### src/rtl/multicycle_control_unit.sv
// Multi-cycle MIPS control unit: per-instruction state sequencing, memory-ready wait with timeout, trap on illegal/timeout.
// Optional retired-instruction counter enabled by defining CU_PERF_CNT_EN.
module multicycle_control_unit #(
  parameter int ALU_CTRL_W  = 4,
  parameter int MEM_TIMEOUT = 255
) (
  input  logic                  clk_in,
  input  logic                  reset_in,
  input  logic [5:0]            op_in,
  input  logic [5:0]            func_in,
  input  logic                  zero_in,
  input  logic                  mem_ready_in,
  output logic                  pcWrite_out,
  output logic [1:0]            pcSrc_out,
  output logic                  irWrite_out,
  output logic                  iorD_out,
  output logic                  memRead_out,
  output logic                  memWrite_out,
  output logic                  regWrite_out,
  output logic                  regDst_out,
  output logic                  memToReg_out,
  output logic                  ALUSrcA_out,
  output logic [1:0]            ALUSrcB_out,
  output logic [ALU_CTRL_W-1:0] ALUCntrl_out,
  output logic [3:0]            state_out,
  output logic                  instr_done_out,
  output logic                  trap_out,
  output logic [1:0]            trap_cause_out,
  output logic [31:0]           retired_cnt_out
);
  typedef enum logic [3:0] {
    S_FETCH = 4'd0, S_DECODE = 4'd1, S_MEM_ADDR = 4'd2, S_MEM_READ = 4'd3,
    S_MEM_WB = 4'd4, S_MEM_WRITE = 4'd5, S_R_EXEC = 4'd6, S_R_WB = 4'd7,
    S_BRANCH = 4'd8, S_JUMP = 4'd9, S_I_EXEC = 4'd10, S_I_WB = 4'd11, S_TRAP = 4'd12
  } state_t;

  localparam int CW = $clog2(MEM_TIMEOUT + 2);
  localparam logic [CW-1:0] TO_LAST = CW'((MEM_TIMEOUT > 0) ? MEM_TIMEOUT - 1 : 0);

  state_t        state_q, state_d;
  logic [5:0]    op_q, op_d, func_q, func_d;
  logic [CW-1:0] cnt_q, cnt_d;
  logic [1:0]    cause_q, cause_d;
  logic [3:0]    alu;
  logic          wait_st, to_hit;

  always_ff @(posedge clk_in or posedge reset_in) begin
    if (reset_in) begin
      state_q <= S_FETCH;
      op_q    <= '0;
      func_q  <= '0;
      cnt_q   <= '0;
      cause_q <= 2'b00;
    end else begin
      state_q <= state_d;
      op_q    <= op_d;
      func_q  <= func_d;
      cnt_q   <= cnt_d;
      cause_q <= cause_d;
    end
  end

  assign to_hit = (MEM_TIMEOUT != 0) && (cnt_q == TO_LAST) && !mem_ready_in;

  always_comb begin
    state_d = state_q;
    op_d = op_q;
    func_d = func_q;
    cause_d = cause_q;
    alu = 4'b0000;
    wait_st = 1'b0;
    pcWrite_out = 1'b0;
    pcSrc_out = 2'b00;
    irWrite_out = 1'b0;
    iorD_out = 1'b0;
    memRead_out = 1'b0;
    memWrite_out = 1'b0;
    regWrite_out = 1'b0;
    regDst_out = 1'b0;
    memToReg_out = 1'b0;
    ALUSrcA_out = 1'b0;
    ALUSrcB_out = 2'b00;
    instr_done_out = 1'b0;
    case (state_q)
      S_FETCH: begin
        memRead_out = 1'b1;
        ALUSrcB_out = 2'b01;
        irWrite_out = mem_ready_in;
        pcWrite_out = mem_ready_in;
        wait_st = 1'b1;
        if (mem_ready_in) state_d = S_DECODE;
        else if (to_hit) begin state_d = S_TRAP; cause_d = 2'b10; end
      end
      S_DECODE: begin
        op_d = op_in;
        func_d = func_in;
        ALUSrcB_out = 2'b11;
        case (op_in)
          6'b000000: begin
            case (func_in)
              6'b000000: begin state_d = S_FETCH; instr_done_out = 1'b1; end
              6'b100000, 6'b100010, 6'b100100, 6'b100101, 6'b101010: state_d = S_R_EXEC;
              default: begin state_d = S_TRAP; cause_d = 2'b01; end
            endcase
          end
          6'b100011, 6'b101011: state_d = S_MEM_ADDR;
          6'b001000: state_d = S_I_EXEC;
          6'b000100: state_d = S_BRANCH;
          6'b000010: state_d = S_JUMP;
          default: begin state_d = S_TRAP; cause_d = 2'b01; end
        endcase
      end
      S_MEM_ADDR: begin
        ALUSrcA_out = 1'b1;
        ALUSrcB_out = 2'b10;
        state_d = (op_q == 6'b100011) ? S_MEM_READ : S_MEM_WRITE;
      end
      S_MEM_READ: begin
        iorD_out = 1'b1;
        memRead_out = 1'b1;
        wait_st = 1'b1;
        if (mem_ready_in) state_d = S_MEM_WB;
        else if (to_hit) begin state_d = S_TRAP; cause_d = 2'b10; end
      end
      S_MEM_WB: begin
        regWrite_out = 1'b1;
        memToReg_out = 1'b1;
        instr_done_out = 1'b1;
        state_d = S_FETCH;
      end
      S_MEM_WRITE: begin
        iorD_out = 1'b1;
        memWrite_out = 1'b1;
        wait_st = 1'b1;
        if (mem_ready_in) begin state_d = S_FETCH; instr_done_out = 1'b1; end
        else if (to_hit) begin state_d = S_TRAP; cause_d = 2'b10; end
      end
      S_R_EXEC: begin
        ALUSrcA_out = 1'b1;
        case (func_q)
          6'b100010: alu = 4'b0001;
          6'b100100: alu = 4'b0010;
          6'b100101: alu = 4'b0101;
          6'b101010: alu = 4'b0100;
          default:   alu = 4'b0000;
        endcase
        state_d = S_R_WB;
      end
      S_R_WB: begin
        regWrite_out = 1'b1;
        regDst_out = 1'b1;
        instr_done_out = 1'b1;
        state_d = S_FETCH;
      end
      S_I_EXEC: begin
        ALUSrcA_out = 1'b1;
        ALUSrcB_out = 2'b10;
        state_d = S_I_WB;
      end
      S_I_WB: begin
        regWrite_out = 1'b1;
        instr_done_out = 1'b1;
        state_d = S_FETCH;
      end
      S_BRANCH: begin
        ALUSrcA_out = 1'b1;
        alu = 4'b0001;
        pcSrc_out = 2'b01;
        pcWrite_out = zero_in;
        instr_done_out = 1'b1;
        state_d = S_FETCH;
      end
      S_JUMP: begin
        pcSrc_out = 2'b10;
        pcWrite_out = 1'b1;
        instr_done_out = 1'b1;
        state_d = S_FETCH;
      end
      S_TRAP: ;
      default: state_d = S_FETCH;
    endcase
    // Any state change is an entry, so the wait counter restarts from zero.
    if (state_d != state_q) cnt_d = '0;
    else if (wait_st && !mem_ready_in) cnt_d = cnt_q + CW'(1);
    else cnt_d = cnt_q;
  end

  assign ALUCntrl_out   = ALU_CTRL_W'(alu);
  assign state_out      = state_q;
  assign trap_out       = (state_q == S_TRAP);
  assign trap_cause_out = cause_q;

`ifdef CU_PERF_CNT_EN
  logic [31:0] ret_q;
  always_ff @(posedge clk_in or posedge reset_in) begin
    if (reset_in) ret_q <= '0;
    else if (instr_done_out) ret_q <= ret_q + 32'd1;
  end
  assign retired_cnt_out = ret_q;
`else
  assign retired_cnt_out = '0;
`endif
endmodule

### config.mk
export PLATFORM = sky130hd
export DESIGN_NAME = multicycle_control_unit
export DESIGN_NICKNAME = d
export VERILOG_FILES = /design/src/rtl/multicycle_control_unit.sv
export SDC_FILE = /design/constraint.sdc
export NUM_CORES = 1
export LEC_CHECK = 0
export BUFFER_PORTS_ARGS = -buffer_cell sky130_fd_sc_hd__buf_2
export CORE_MARGIN = 3
export CORE_UTILIZATION = 45
export CTS_CLUSTER_DIAMETER = 120
export CTS_CLUSTER_SIZE = 30
export DETAILED_ROUTE_END_ITERATION = 8
export GPL_TIMING_DRIVEN = 0
export PLACE_DENSITY = 0.73
export SLEW_MARGIN = 40
export SYNTH_ARGS = -nofsm -noshare
export SYNTH_HDL_FRONTEND = slang
export SYNTH_SLANG_ARGS = --single-unit
### constraint.sdc
create_clock -name clk_in -period 2.68 [get_ports clk_in]
set_input_delay 0.402 -clock clk_in [delete_from_list [all_inputs] [get_ports clk_in]]
set_output_delay 0.402 -clock clk_in [all_outputs]
set_load 0.005 [all_outputs]
---- Yosys cells after proc, flatten, opt, wreduce, memory -nomap -nowiden ----
Index checks and enable logic that the tools add are counted.
W data, S select, Z words.
storage, ports and cells
  flip-flop bits (word level) ............. 27
  output and inout port bits .............. 57
  bits of input ports ..................... 16
  word-level logic and storage cells ...... 92
operators by class
  reduce and logical (&&, ||, !) cells .... 20
  mux-type cells .......................... 33
  $add $sub $neg .......................... 1
  equal/unequal tests ..................... 33
operators with widths
  operator               count
  $eq A6 B6 Y1 const B   12
  $pmux W4 S8            1
  $eq A4 B4 Y1 const B   5
  $pmux W4 S5            1
  $mux W9                2
  $eq A4 B3 Y1 const B   4
  $mux W4                4
  $reduce_or A5 Y1       3
  $logic_not A6 Y1       2
  $mux W1                12
  $pmux W2 S2            3
  $pmux W3 S4            1
  $add A9 B1 Y9 const B  1
  $eq A9 B8 Y1 const B   1
  $eq A4 B2 Y1 const B   2
  $pmux W4 S2            1
  $reduce_or A2 Y1       4
  $eq A6 B2 Y1 const B   1
  $eq A6 B3 Y1 const B   1
  $eq A6 B4 Y1 const B   1
  $mux W2                3
  $pmux W1 S3            2
  $pmux W2 S3            1
  $pmux W3 S2            1
  14 further kinds       18

---- Longest topological paths before layout ----
  depth after elaboration ................. 7
  gate-level depth with buffers ........... 8
  depth with buffers taken out ............ 8

---- Worst setup path before layout ----
Ideal clock, no wire load.
  path kind ............................... input-to-reg
  from .................................... in func_in[1]
  to ...................................... reg cnt_q[1]
  cell stages on the path ................. 6
  buffers on the path ..................... 0
  arrival ................................. 2130 ps
  library setup time ...................... 87 ps
  slack ................................... 463 ps
  data required time ...................... 2593 ps
  path through ............................ mux2_4 > or4b_1 > a31o_1 > a2111oi_4 > o211ai_4 > a211oi_2
between the ends
  longest elaborated chain between the ends .. 7
  elaborated cells on any way between the ends .. 13
RTL lines
  element                                        RTL line  source
  start, declared                                10        input logic [5:0] func_in,
  $eq A6 B6 Y1                                   100       case (func_in)
  $reduce_or A5 Y1                               n/a
  $pmux W4 S2 *                                  100
  $pmux W4 S5 *                                  98        case (op_in)
  $pmux W4 S8 *                                  84        case (state_q)
  $ne A4 B4 Y1 *                                 183       if (state_d != state_q) cnt_d = '0;
  $mux W9 or $reduce_bool A2 Y1 (tied branches)  n/a
  end signal, assigned                           58        cnt_q <= cnt_d;
  end, declared                                  42        logic [CW-1:0] cnt_q, cnt_d;
Every way passes the cells marked *; elsewhere a longest branch is shown, timed or not.
A chain may end at the register's enable or synchronous reset.

---- Final worst setup path ----
  from .................................... reg state_q[0], in the netlist state_out[0]
  to ...................................... out ALUCntrl_out[1]
between the ends
  longest elaborated chain between the ends .. 2
  elaborated cells on any way between the ends .. 3
RTL lines
  element                                       RTL line  source
  start, declared                               40        state_t state_q, state_d;
  start signal, assigned                        55        state_q <= state_d;
  $eq A4 B4 Y1 or $eq A4 B3 Y1 (tied branches)  84
  $pmux W3 S2 *                                 84
  end, declared                                 24        output logic [ALU_CTRL_W-1:0] ALUCntrl_out,
Marked as above.

==> run metrics <==
dpl ws=-0.02688 ns; post-route insts no fill=379; endpoints failing hold=0; worst endpoint required time=2.28 ns; sequential share of the synthesized area=0.3243; Initial DRC Count=64; reg2reg end=cnt_q[1]; die area=5482 µm²; Crit path largest cell delay=0.58 ns; Final Cycle Share=0.9609; first-pass GRT wire length=7396 µm; die height=74.04 µm; worst r2r path cells=7; Tightest Pin Transition=0.7562 ns; FMAX=388.3 MHz; Bufs on Longest Clock Path=2; EDFF count, synth=0; GRT overflow=0; Area growth syn-to-layout=20.66%; library cells used by synthesis=51; Routed Wire Length=4627 µm; routed vias/inst=4.979; Avg Cell Area, Syn=8.170 µm²; Startpoint Class=register; via count=1887; Placement Cell Area=2454 µm²; most used flip-flop cell after synthesis=dfrtp_1; dpl hpwl=3647 µm; RSZ-0062 raised after global routing=no; Net Sw Power=798.3 µW; CTS tree=yes; CP max FO=10; CTS Sinks=27; Die W=74.04 µm; Final Power=1866 µW; final setup vio count=0; status=completed; ys async rst share=1.000; cell mode on critical path=buf_2; CP Cell Sequence=buf_2 -> nand2b_2 -> or4b_1 -> nor4b_2 -> buf_2; Final Skew=0.006393 ns; r2r setup slk=0.26 ns; final antenna-violating net count=0; CTS clk-pin slew, worst paths=0.09 ns; clk_lat worst skew=0.27 ns; final instance area=2514 µm²; Seq pwr share=0.337; WL/cell=12.21 µm; Root Driver=clkbuf_8; Critical R2R Launch=state_out[3]; initial antenna violation count=0; endpoint class of the critical path=output port; share of cells above drive strength 1=0.2661; I/O Buffers=37; slowest stage cell, crit path=or4b_1; Yosys top cell by area=dfrtp_1; Core Area=4414 µm²; Yosys reg bits=27; # DRC=0; worst ir drop on vdd=0.4664 mV; most common cell in the netlist=nand2_1; Leak=0.001282 µW; Tmin final=2.575 ns; Sum Neg Setup Slack=0 ns; Synth top area share=0.3243; largest net degree at the start of global routing=28; Switching Fraction=0.4277; Synth Warn #=0; Crit Path Category=register to output port; Gate power share=0.542; vias in the first global route=1605; Final #Nets=346; Total GRT Usage=0.1692; Mapped Area=2083 µm²; Worst Slack Setup Final=0.1047 ns; placed instance count=376; largest cells by area after synthesis=dfrtp_1 32%, buf_4 12%, nand2_1 7.9%, nor2_1 5.4%, xnor2_1 3.8%; TritonRoute pass-1 iters=4; Max H-tree Level=1; Max-slew headroom=0.4887; # IOs=73; Site Rows=24; crit path DAT=2.17 ns; max_cap viols=0; CTS Buf Count=3; pwr/cell area=742.5 nW/µm²; post-synthesis instance total=255; Pint=1068 µW; Final Slew Violations=0; # diodes=0; Clock power frac=0.121; routability cong.=0.9130; fillcell total=439; Starting Density=0.4719; hold_buf cts=0; Hold WC Path Type=input pin to async pin; synth cell count leaders=44 x nand2_1, 33 x buf_4, 30 x nor2_1
## cells in the final DEF (no fill, tap or decap), types with 3 or more instances in the layout
| cell type | instances |
|---|---|
| a21o_1 | 3 |
| a21oi_1 | 6 |
| a22o_1 | 3 |
| buf_2 | 40 |
| buf_4 | 33 |
| clkbuf_1 | 9 |
| clkbuf_8 | 3 |
| conb_1 | 33 |
| dfrtp_1 | 27 |
| inv_1 | 4 |
| nand2_1 | 44 |
| nand2b_1 | 4 |
| nand3_1 | 7 |
| nand3b_1 | 3 |
| nor2_1 | 30 |
| nor3_1 | 7 |
| nor3b_1 | 3 |
| nor4b_1 | 5 |
| o21a_1 | 3 |
| o31ai_1 | 3 |
| xnor2_1 | 9 |
| xor2_1 | 3 |
## worst max-delay path by stage
| stage | start | end | slack (ns) | cells after the start |
|---|---|---|---|---|
| floorplan | func_in[1] | cnt_q[1] | 0.46 | 6 |
| global placement | state_out[3] | cnt_q[7] | -0.009 | 7 |
| detailed placement | state_out[3] | cnt_q[7] | -0.03 | 7 |
| CTS | state_out[3] | ALUCntrl_out[1] | 0.04 | 5 |
| global route | state_out[0] | ALUCntrl_out[1] | 0.02 | 5 |
| finish | state_out[0] | ALUCntrl_out[1] | 0.10 | 5 |
## flip-flops by register name, summed over array words and instances, names as in the netlist
name and flops:
state_out 4, trap_cause_out 2, func_q 6, op_q 6, cnt_q 9
## timing repair
item | CTS | global route
gates resized for setup | 5 | 2
gates cloned | 0 | 0
setup endpoints to repair | 10 | 1
buffers inserted | 0 | 0
## metrics by stage
step	hold WS, ns	util
2_1_floorplan	0.4374	-
3_3_place_gp	0.4598	0.5558
3_5_place_dp	0.4638	0.5558
4_1_cts	0.2012	0.5680
5_1_grt	0.2098	0.5694
6_report	0.1841	0.5694
## routing by layer
layer | vias up | wire (µm) | GRT usage
li1 | 960 | - | -
met1 | 884 | 2084 | 0.2115
met2 | 41 | 2286 | 0.3071
met3 | 2 | 233 | 0.03378
met4 | 0 | 23 | 0.02414
met5 | - | 0 | 0
## logic make-up after synthesis
family | Yosys count | share of synthesized area
other cells | 1 | 0.001800
flops | 27 | 0.3243
simple gates | 120 | 0.2829
fa+ha+maj | 2 | 0.01201
xor+xnor | 12 | 0.05045
buf+inv | 50 | 0.1502
compound gates | 40 | 0.1616
mux | 3 | 0.01682
## critical path, delay by kind of cell (launching register included)
family	cells	cell delay, ns
and+or+nand+nor	3	1.13
buffers and inverters	2	0.36
DFF	1	0.42
## power groups by stage
stage / combinational, µW / sequential [µW] / clock (µW)
after floorplan: 736 / 609 / 0
after global placement: 979 / 627 / 0
after detailed placement: 996 / 632 / 0
after CTS: 1010 / 625 / 236
after global routing: 1130 / 649 / 251
final: 1010 / 629 / 226
## final cells by class
class | count | area, µm² | share of cell area
plain buffers | 44 | 292.8 | 0.1165
clock buffers | 4 | 45.04 | 0.01792
inverters | 5 | 18.77 | 0.007466
multi-input cells | 210 | 1231 | 0.4898
flip-flops and latches | 27 | 675.6 | 0.2688
well taps | 52 | 65.06 | 0.02588
repair buffers | 37 | 185.2 | 0.07367
Power figures use the tool's default switching activity.
